===== config.mk =====
export PLATFORM = sky130hd
export DESIGN_NAME = sorted_stream_stats_flat
export DESIGN_NICKNAME = d
export VERILOG_FILES = /design/src/rtl/sorted_stream_stats_pkg.sv /design/src/rtl/sorted_stream_stats_if.sv /design/src/rtl/sorted_stream_stats_idle_timer.sv /design/src/rtl/sorted_stream_stats.sv /design/src/flat_wrapper.sv
export SDC_FILE = /design/constraint.sdc
export NUM_CORES = 1
export LEC_CHECK = 0
export BUFFER_PORTS_ARGS = -buffer_cell sky130_fd_sc_hd__buf_2
export CAP_MARGIN = 30
export CORE_ASPECT_RATIO = 0.7
export CORE_UTILIZATION = 52
export DETAILED_ROUTE_END_ITERATION = 10
export PLACE_DENSITY = 0.84
export SLEW_MARGIN = 20
export SYNTH_ARGS = -nofsm -noshare
export SYNTH_HDL_FRONTEND = slang
export SYNTH_SLANG_ARGS = --single-unit

===== constraint.sdc =====
create_clock -name clk -period 4.5 [get_ports clk]
set_clock_uncertainty 0.05 [all_clocks]
set_input_delay 0.675 -clock clk [delete_from_list [all_inputs] [get_ports clk]]
set_output_delay 0.675 -clock clk [all_outputs]
set_load 0.01 [all_outputs]

===== src/rtl/sorted_stream_stats_pkg.sv =====
// Shared types and sizing for sorted_stream_stats and dynamic_array_sorter users.
package sorted_stats_pkg;

  typedef enum logic [1:0] {
    IDLE,
    COLLECT,
    DONE
  } state_e;

  localparam int unsigned DEF_DATA_WIDTH     = 32;
  localparam int unsigned DEF_MAX_ARRAY_SIZE = 16;

  // Width able to hold a count of 0..max_size elements.
  function automatic int unsigned count_width(input int unsigned max_size);
    return $clog2(max_size + 1);
  endfunction

  localparam int unsigned COUNT_WIDTH = $clog2(DEF_MAX_ARRAY_SIZE + 1);
  localparam int unsigned SUM_WIDTH   = DEF_DATA_WIDTH + COUNT_WIDTH;

endpackage


===== src/rtl/sorted_stream_stats_if.sv =====
// Sorted element stream from the array sorter into the statistics block.
interface sorted_stream_stats_if #(
  parameter int unsigned DATA_WIDTH = 32,
  parameter int unsigned CNT_W      = 5
);
  logic                  valid_in;
  logic [DATA_WIDTH-1:0] data_in;
  logic [CNT_W-1:0]      expected_size;

  modport master (output valid_in, data_in, expected_size);
  modport slave  (input  valid_in, data_in, expected_size);
endinterface


===== src/rtl/sorted_stream_stats_idle_timer.sv =====
// stats_idle_timer: counts idle cycles, saturating at TIMEOUT-1, which raises expired.
module stats_idle_timer #(
  parameter int unsigned TIMEOUT = 8
) (
  input  logic clk,
  input  logic reset,
  input  logic clear,
  input  logic restart,
  output logic expired
);
  localparam int unsigned TW = (TIMEOUT > 1) ? $clog2(TIMEOUT) : 1;

  logic [TW-1:0] cnt_q;

  assign expired = (cnt_q == TW'(TIMEOUT - 1));

  // Idle counter: zeroed on restart/clear, otherwise counts up to the limit.
  always_ff @(posedge clk or posedge reset) begin
    if (reset) begin
      cnt_q <= '0;
    end else if (clear || restart) begin
      cnt_q <= '0;
    end else if (!expired) begin
      cnt_q <= cnt_q + TW'(1);
    end
  end
endmodule


===== src/rtl/sorted_stream_stats.sv =====
// sorted_stream_stats: count/min/max/lower median/sum over one sorted burst.
// Optional macro STATS_ORDER_CHECK_EN enables the non-decreasing order check.
module sorted_stream_stats
  import sorted_stats_pkg::*;
#(
  parameter  int unsigned DATA_WIDTH     = DEF_DATA_WIDTH,
  parameter  int unsigned MAX_ARRAY_SIZE = DEF_MAX_ARRAY_SIZE,
  parameter  int unsigned TIMEOUT        = 8,
  localparam int unsigned CW             = count_width(MAX_ARRAY_SIZE),
  localparam int unsigned SW             = DATA_WIDTH + CW
) (
  input  logic                  clk,
  input  logic                  reset,
  sorted_stream_stats_if.slave  s_if,
  input  logic                  clear,
  output logic                  busy,
  output logic                  stats_done,
  output logic [CW-1:0]         count_out,
  output logic [DATA_WIDTH-1:0] min_out,
  output logic [DATA_WIDTH-1:0] max_out,
  output logic [DATA_WIDTH-1:0] median_out,
  output logic [SW-1:0]         sum_out,
  output logic                  order_error,
  output logic                  short_error
);

  state_e        state_q, state_d;
  logic [CW-1:0] exp_q, exp_in;
  logic [CW-1:0] med_idx_q, med_idx_in;
  logic [CW-1:0] idx;
  logic          accept, start, complete, timeout_hit, finish, expired;

  stats_idle_timer #(.TIMEOUT(TIMEOUT)) u_idle_timer (
    .clk     (clk),
    .reset   (reset),
    .clear   (clear || (state_q != COLLECT)),
    .restart (s_if.valid_in),
    .expired (expired)
  );

  // Burst length as used: 0 means 1, anything above the maximum is clamped.
  always_comb begin
    exp_in = s_if.expected_size;
    if (s_if.expected_size == '0) begin
      exp_in = CW'(1);
    end else if (s_if.expected_size > CW'(MAX_ARRAY_SIZE)) begin
      exp_in = CW'(MAX_ARRAY_SIZE);
    end
    med_idx_in = (exp_in - CW'(1)) >> 1;
  end

  // Next-state and burst control strobes.
  always_comb begin
    state_d     = state_q;
    accept      = s_if.valid_in && !clear;
    start       = accept && (state_q != COLLECT);
    complete    = accept && ((state_q == COLLECT) ? ((count_out + CW'(1)) == exp_q)
                                                  : (exp_in == CW'(1)));
    timeout_hit = !clear && (state_q == COLLECT) && !s_if.valid_in && expired;
    finish      = complete || timeout_hit;
    idx         = start ? '0 : count_out;
    if (clear) begin
      state_d = IDLE;
    end else if (finish) begin
      state_d = DONE;
    end else if (start) begin
      state_d = COLLECT;
    end
  end

  // State register.
  always_ff @(posedge clk or posedge reset) begin
    if (reset) begin
      state_q <= IDLE;
    end else begin
      state_q <= state_d;
    end
  end

  assign busy = (state_q == COLLECT);

  // Statistics datapath. median_out follows every element up to the median
  // index, so a burst cut short before that index leaves the last element.
  always_ff @(posedge clk or posedge reset) begin
    if (reset) begin
      exp_q       <= '0;
      med_idx_q   <= '0;
      stats_done  <= 1'b0;
      count_out   <= '0;
      min_out     <= '0;
      max_out     <= '0;
      median_out  <= '0;
      sum_out     <= '0;
      short_error <= 1'b0;
    end else if (clear) begin
      exp_q       <= '0;
      med_idx_q   <= '0;
      stats_done  <= 1'b0;
      count_out   <= '0;
      min_out     <= '0;
      max_out     <= '0;
      median_out  <= '0;
      sum_out     <= '0;
      short_error <= 1'b0;
    end else begin
      stats_done <= finish;
      if (timeout_hit) begin
        short_error <= 1'b1;
      end
      if (start) begin
        exp_q       <= exp_in;
        med_idx_q   <= med_idx_in;
        count_out   <= CW'(1);
        min_out     <= s_if.data_in;
        max_out     <= s_if.data_in;
        median_out  <= s_if.data_in;
        sum_out     <= SW'(s_if.data_in);
        short_error <= 1'b0;
      end else if (accept) begin
        count_out <= count_out + CW'(1);
        sum_out   <= sum_out + SW'(s_if.data_in);
        if (s_if.data_in < min_out) begin
          min_out <= s_if.data_in;
        end
        if (s_if.data_in > max_out) begin
          max_out <= s_if.data_in;
        end
        if (idx <= med_idx_q) begin
          median_out <= s_if.data_in;
        end
      end
    end
  end

`ifdef STATS_ORDER_CHECK_EN
  logic [DATA_WIDTH-1:0] prev_q;

  // Remember the last accepted element; flag any downward step within a burst.
  always_ff @(posedge clk or posedge reset) begin
    if (reset) begin
      prev_q      <= '0;
      order_error <= 1'b0;
    end else if (clear) begin
      prev_q      <= '0;
      order_error <= 1'b0;
    end else if (start) begin
      prev_q      <= s_if.data_in;
      order_error <= 1'b0;
    end else if (accept) begin
      prev_q <= s_if.data_in;
      if (s_if.data_in < prev_q) begin
        order_error <= 1'b1;
      end
    end
  end
`else
  assign order_error = 1'b0;
`endif

endmodule


===== src/flat_wrapper.sv =====
// flat-port wrapper written by rule: the top's interface ports become plain ports
module sorted_stream_stats_flat import sorted_stats_pkg::*;
#(
  parameter  int unsigned DATA_WIDTH     = DEF_DATA_WIDTH,
  parameter  int unsigned MAX_ARRAY_SIZE = DEF_MAX_ARRAY_SIZE,
  parameter  int unsigned TIMEOUT        = 8,
  localparam int unsigned CW             = count_width(MAX_ARRAY_SIZE),
  localparam int unsigned SW             = DATA_WIDTH + CW
)
  (clk, reset, clear, busy, stats_done, count_out, min_out, max_out, median_out, sum_out, order_error, short_error, s_if_valid_in, s_if_data_in, s_if_expected_size);
  sorted_stream_stats_if #(.DATA_WIDTH(DATA_WIDTH), .CNT_W((5))) s_if_i ();
  input  logic clk;
  input  logic reset;
  input  logic clear;
  output logic busy;
  output logic stats_done;
  output logic [CW-1:0] count_out;
  output logic [DATA_WIDTH-1:0] min_out;
  output logic [DATA_WIDTH-1:0] max_out;
  output logic [DATA_WIDTH-1:0] median_out;
  output logic [SW-1:0] sum_out;
  output logic order_error;
  output logic short_error;
  input wire logic [$bits(s_if_i.valid_in)-1:0] s_if_valid_in;
  input wire logic [$bits(s_if_i.data_in)-1:0] s_if_data_in;
  input wire logic [$bits(s_if_i.expected_size)-1:0] s_if_expected_size;
  assign s_if_i.valid_in = s_if_valid_in;
  assign s_if_i.data_in = s_if_data_in;
  assign s_if_i.expected_size = s_if_expected_size;
  sorted_stream_stats #(.DATA_WIDTH(DATA_WIDTH), .MAX_ARRAY_SIZE(MAX_ARRAY_SIZE), .TIMEOUT(TIMEOUT)) u_core (.clk(clk), .reset(reset), .s_if(s_if_i), .clear(clear), .busy(busy), .stats_done(stats_done), .count_out(count_out), .min_out(min_out), .max_out(max_out), .median_out(median_out), .sum_out(sum_out), .order_error(order_error), .short_error(short_error));
endmodule

After elaboration in Yosys (flattened, before gate mapping):

Index checks and enable logic that the tools add are counted.

* register bits after elaboration: 155
* latch bits: 0
* memory bits (writable): 0
* memory bits (read-only): 0
* input port bits: 41
* output and inout port bits: 142
* word-level logic and storage cells: 82
* memories kept: 0

* add/subtract/negate cells: 4
* multiply operators: 0
* divide/modulo/power cells: 0
* order comparisons: 4
* equal/unequal tests: 6
* shift operators: 0
* muxes and demuxes: 35
* bitwise logic cells: 0
* reductions and logical operators: 22

Operators with widths (number)
* $mux 32: 12
* $mux 37: 3
* $mux 5: 10
* $add 37x32->37: 1
* $gt 32x32->1: 1
* $lt 32x32->1: 1
* $reduce_bool 3->1: 6
* $logic_and 1x1->1: 6
* $mux 2: 3
* $mux 3: 2
* $reduce_and 2->1: 3
* $add 5x1->5 const B: 1
* $eq 5x1->1 const B: 1
* $eq 5x5->1: 1
* $gt 5x5->1 const B: 1
* $le 5x5->1: 1
* $logic_not 5->1: 1
* $mux 1: 5
* $sub 5x1->5 const B: 1
* $add 3x1->3 const B: 1
* $eq 3x3->1 const B: 1
* $logic_or 1x1->1: 3
* $eq 2x1->1 const B: 1
* $logic_not 1->1: 2
* 3 further kinds: 3

Longest topological paths before layout:

* word-level depth: 9
* mapped depth: 15
* depth with buffers taken out: 13

Hierarchy:

From an unflattened synthesis, not the netlist that was laid out.

* cells, all modules: 1016
* area total of the unflattened synthesis: 10226.1 µm²

By module, submodules not included
* sorted_stream_stats: instances 1, cells each 1004, area an instance 10078.4 µm², seq. area each 3778.6 µm²
* stats_idle_timer: instances 1, cells each 12, area an instance 147.6 µm², seq. area each 75.1 µm²

Worst setup path after synthesis:

No wires, ideal clock.

* path kind: input -> register
* from: input port s_if_valid_in
* to: register u_core.median_out[0]
* setup time: 0.125 ns
* arrival: 3.318 ns
* data required time: 4.325 ns
* path slack: 1.007 ns
* stages on the path: 14
* path buffers: 3
* cells stage by stage: buf_2 clkinv_1 nor3_1 clkbuf_1 nor2b_1 ha_1 o21ai_0 nand2b_1 a21oi_1 a41oi_1 o21a_1 nor2_1 buf_2 mux2_2

* cells in the longest elaborated chain, start to end: 6
* elaborated cells between the ends (all ways): 9
* those cells by class: order compare (1); mux (3); reduce/logical (5)

Ends and longest elaborated chain
* start: declaration: line flat_wrapper.sv:24 `input wire logic [$bits(s_if_i.valid_in)-1:0] s_if_valid_in;`
* $logic_and 1x1->1 *: line sorted_stream_stats.sv:55 `accept = s_if.valid_in && !clear;`
* $logic_and 1x1->1: line sorted_stream_stats.sv:56 `start = accept && (state_q != COLLECT);`
* $mux 5: line sorted_stream_stats.sv:61 `idx = start ? '0 : count_out;`
* $le 5x5->1: line sorted_stream_stats.sv:128 `if (idx <= med_idx_q) begin`
* $reduce_bool 3->1 (no line)
* $reduce_and 2->1 (no line)
* end signal: assignment: line sorted_stream_stats.sv:116 `median_out <= s_if.data_in;`
* end signal: assignment: line sorted_stream_stats.sv:129 `median_out <= s_if.data_in;`
* end: declaration: line sorted_stream_stats.sv:21 `output logic [DATA_WIDTH-1:0] median_out,`

Mark *: on every way between the ends. The rest lies on a longest branch, timed or not.
A chain may end at the register's enable or synchronous reset.

Worst setup path after layout:

* from: input port s_if_valid_in
* to: register u_core.median_out[13]

Same word-level chain as after synthesis.

==> impl_metrics.toml <==
[worst_setup_path]
r2r_worst_path_depth = 14
critical_path.startpoint = "s_if_valid_in"
required_ns = 4.77
worst_setup_path_endpoint = "u_core.median_out[13]"
timing.rr.end = "u_core.median_out[13]"
ff2ff_setup_slack_ns = 1.19
reg2reg_from = "u_core.state_q[0]"
critical_path_at_ns = 3.63
critical_path.startpoint_type = "primary input"
path_class = "primary input to flop"
endpoint_kind = "flop"
crit_path_max_fanout = 31

[cells_and_area]
ff_latch_area_sq_um = 3850
fill_cells = 1704
layout_common_cells = "sky130_fd_sc_hd__buf_2 (181), sky130_fd_sc_hd__dfrtp_1 (154), sky130_fd_sc_hd__ha_1 (104)"
finish.utilization_pct = 61.9
multi_input_area_sq_um = 6190
final_net_count = 1378
syn_to_final_growth_pct = 16.0
layout.cells.most_common = "sky130_fd_sc_hd__buf_2"
drive_above_1_share_pct = 26.6
antennaDiodeCount = 0

[timing]
fin_setup_tns_ns = 0
timing_worst_slew_pin_value_ns = 0.748
fin_crit_sh_pct = 74.7
final-hold-violation-count = 0
achievable-frequency_mhz = 297
grt_setup_unrepaired = "no"
timing.final.setup_violations = 0
worst_slew_margin_rel_pct = 50.1
final_critical_path_time_including_i_o_delays_and_setup_ns = 3.36
tightest_hold_margin_ns = 0.138
final_critical_path_setup_slack_ns = 1.14
report.final.slew_viol_count = 0

[synthesis]
netlist_area_sq_um = 10600
synth_cell_type_count = 73
ys_ff_latch = 154
post_synth_fa_ha_maj_area_fraction_pct = 12.4
synth-main-ff-cell = "sky130_fd_sc_hd__dfrtp_1"
synth.mux.area_fraction_pct = 8.31
synth.area.top_cells = "sky130_fd_sc_hd__dfrtp_1 (36%), sky130_fd_sc_hd__ha_1 (12%), sky130_fd_sc_hd__mux2_4 (4.2%)"
syn_area_per_cell_sq_um = 9.97
synth_xor_xnor_area_share_pct = 3.29
synth-edff-count = 0
netlist.top_cell.by_area = "sky130_fd_sc_hd__dfrtp_1"
synth_top_family_by_area = "compound AO/OA/AOI/OAI gates"
synth_fp_nets = 1213
synthCells = 1067
synth_compound_area_share_pct = 20.8
yosys_warnings = 0
post_synth_simple_gate_area_pct = 13.1
synth_seq_area_share_pct = 36.2
synthArstFlopShare_pct = 100
synthDominantCellAreaShare_pct = 36.2

[power]
maximum_vdd_ir_drop_mv = 0.251
total_leakage_power_uw = 0.00635
p_total_uw = 4400
power_density_nw_per_um2 = 357

[routing]
drt.antenna.violating_nets = 0
routed-via-count = 9223
drt_pass1_iterations = 6
post-route-drc-count = 0
drt-total-wl_mm = 31.1
viasPerCell = 6.09
route.detailed.wl_per_inst_microns = 20.5
first_iter_violations = 911

[clock_network]
cts.htree.levels = 4
post-cts-setup-buffers = 0
maximum_number_of_buffers_from_clock_root_to_sink = 2
tritoncts_clock_tree = "built"
clk_transition_reported_paths_ns = 0.07
cts-buffers-inserted = 17
postCtsHoldBufs = 0
worstSkewPairLatency_ns = 0.44
cts_repair_resize_count = 0
clock-root-buffer = "sky130_fd_sc_hd__clkbuf_16"
clkSinkCount = 154

[outcome]
status = "complete, no violations"

[grt]
antenna_violations_before_repair = 0
gr-total-overflow = 0
gr-usage-all-layers_pct = 30.4
first_global_vias = 8935
grt_start_max_net_pins = 96
grt_pass1_wl_mm = 49.5

[floorplan]
design.core.area_sq_um = 19900
fp.dieArea_sq_um = 21000
rows = 43
floorplan.initialDensity_pct = 53.4
die_width_microns = 173
dieHeight_microns = 122
io_pins = 183

[placement]
detailedPlace.worstSlack_ns = 0.746
buffer_ports.inserted = 181
place_congestion = 0.913
detailed_placement_hpwl_mm = 22.5

[job]
maxCapViolCount = 0

[worst_hold_path]
min-delay-path-class = "primary input to async pin"
-- per-stage QoR --
| step | instance area [sq um] | instances |
|---|---|---|
| 2_1_floorplan | 10600 | 1067 |
| 3_3_place_gp | 11700 | 1481 |
| 3_5_place_dp | 11700 | 1482 |
| 4_1_cts | 12300 | 1514 |
| 5_1_grt | 12300 | 1515 |
| 6_report | 12300 | 1515 |
-- worst max-delay path, cell delays in order --
cell	delay [ns]
sky130_fd_sc_hd__buf_2	0.10
sky130_fd_sc_hd__clkinv_1	0.32
sky130_fd_sc_hd__nor3_1	0.37
sky130_fd_sc_hd__buf_4	0.24
sky130_fd_sc_hd__nor2b_1	0.07
sky130_fd_sc_hd__ha_1	0.28
sky130_fd_sc_hd__o21ai_0	0.10
sky130_fd_sc_hd__nand2b_1	0.09
sky130_fd_sc_hd__a21oi_1	0.16
sky130_fd_sc_hd__a41oi_1	0.07
sky130_fd_sc_hd__o21a_1	0.22
sky130_fd_sc_hd__nor2_4	0.09
sky130_fd_sc_hd__buf_4	0.40
sky130_fd_sc_hd__mux2_2	0.39
-- cells in the mapped netlist, types with 11 or more instances --
| cell | count |
|---|---|
| sky130_fd_sc_hd__xor2_1 | 15 |
| sky130_fd_sc_hd__nor2_1 | 53 |
| sky130_fd_sc_hd__mux2_4 | 30 |
| sky130_fd_sc_hd__buf_6 | 11 |
| sky130_fd_sc_hd__and2b_2 | 25 |
| sky130_fd_sc_hd__xnor2_1 | 25 |
| sky130_fd_sc_hd__nand3_1 | 12 |
| sky130_fd_sc_hd__ha_1 | 104 |
| sky130_fd_sc_hd__nand4_1 | 20 |
| sky130_fd_sc_hd__dfrtp_1 | 154 |
| sky130_fd_sc_hd__a21oi_1 | 60 |
| sky130_fd_sc_hd__mux2_2 | 28 |
| sky130_fd_sc_hd__inv_1 | 77 |
| sky130_fd_sc_hd__a22o_1 | 33 |
| sky130_fd_sc_hd__nand2_1 | 85 |
| sky130_fd_sc_hd__o21ai_0 | 30 |
| sky130_fd_sc_hd__a221o_1 | 33 |
| sky130_fd_sc_hd__nor2b_1 | 14 |
| sky130_fd_sc_hd__a21o_1 | 46 |
| sky130_fd_sc_hd__clkbuf_1 | 28 |
| sky130_fd_sc_hd__nand2b_1 | 12 |
| sky130_fd_sc_hd__a311oi_1 | 19 |
-- power breakdown --
part | internal, uW | total [uW] | switching (uW)
clock | 799 | 1420 | 621
combinational | 569 | 1310 | 745
sequential | 1530 | 1670 | 142
total | 2890 | 4400 | 1510
-- metal layers --
layer  part of all wire [%]  wire length (microns)  up-vias  GRT usage [%]
li1                       -                      -     4230              -
met1                     47                  14700     4522           43.6
met2                     42                  13200      420           45.3
met4                    2.0                    624        0           8.79
met5                      0                      0        -              0
met3                    8.4                   2610       51           7.68
-- worst min-delay path by stage --
| stage | start | end | slack, ns | cells after the start |
|---|---|---|---|---|
| after global placement | u_core.state_q[1] | u_core.state_q[1] | 0.40 | 1 |
| after floorplan | u_core.state_q[1] | u_core.state_q[1] | 0.39 | 1 |
| after global routing | reset | u_core.sum_out[10] | 0.15 | 2 |
| after CTS | reset | u_core.sum_out[9] | 0.13 | 2 |
| after detailed placement | u_core.median_out[6] | u_core.median_out[6] | 0.42 | 1 |
| final | reset | u_core.sum_out[10] | 0.14 | 2 |
-- cells by family after synthesis --
group	Yosys count
simple gates	269
flops	154
other cells	1
xor+xnor	40
fa+ha+maj	105
buf+inv	131
mux	69
compound gates	298
-- area by class of cell --
type	count	area share, %
multi-input cells	782	50.2
flip-flops and latches	154	31.3
repair buffers	199	8.81
clock buffers	21	3.73
well taps	270	2.74
inverters	78	2.40
clock inverters	11	0.893
-- registers in the layout, summed over array words and instances, names as in the netlist --
| signal | flops |
|---|---|
| u_core.exp_q | 5 |
| u_core.med_idx_q | 4 |
| u_core.stats_done | 1 |
| u_core.min_out | 32 |
| u_core.sum_out | 37 |
| u_core.short_error | 1 |
| u_core.count_out | 5 |
| u_core.median_out | 32 |
| u_core.max_out | 32 |
| u_core.u_idle_timer.cnt_q | 3 |
| u_core.state_q | 2 |
Power figures use the tool's default switching activity.
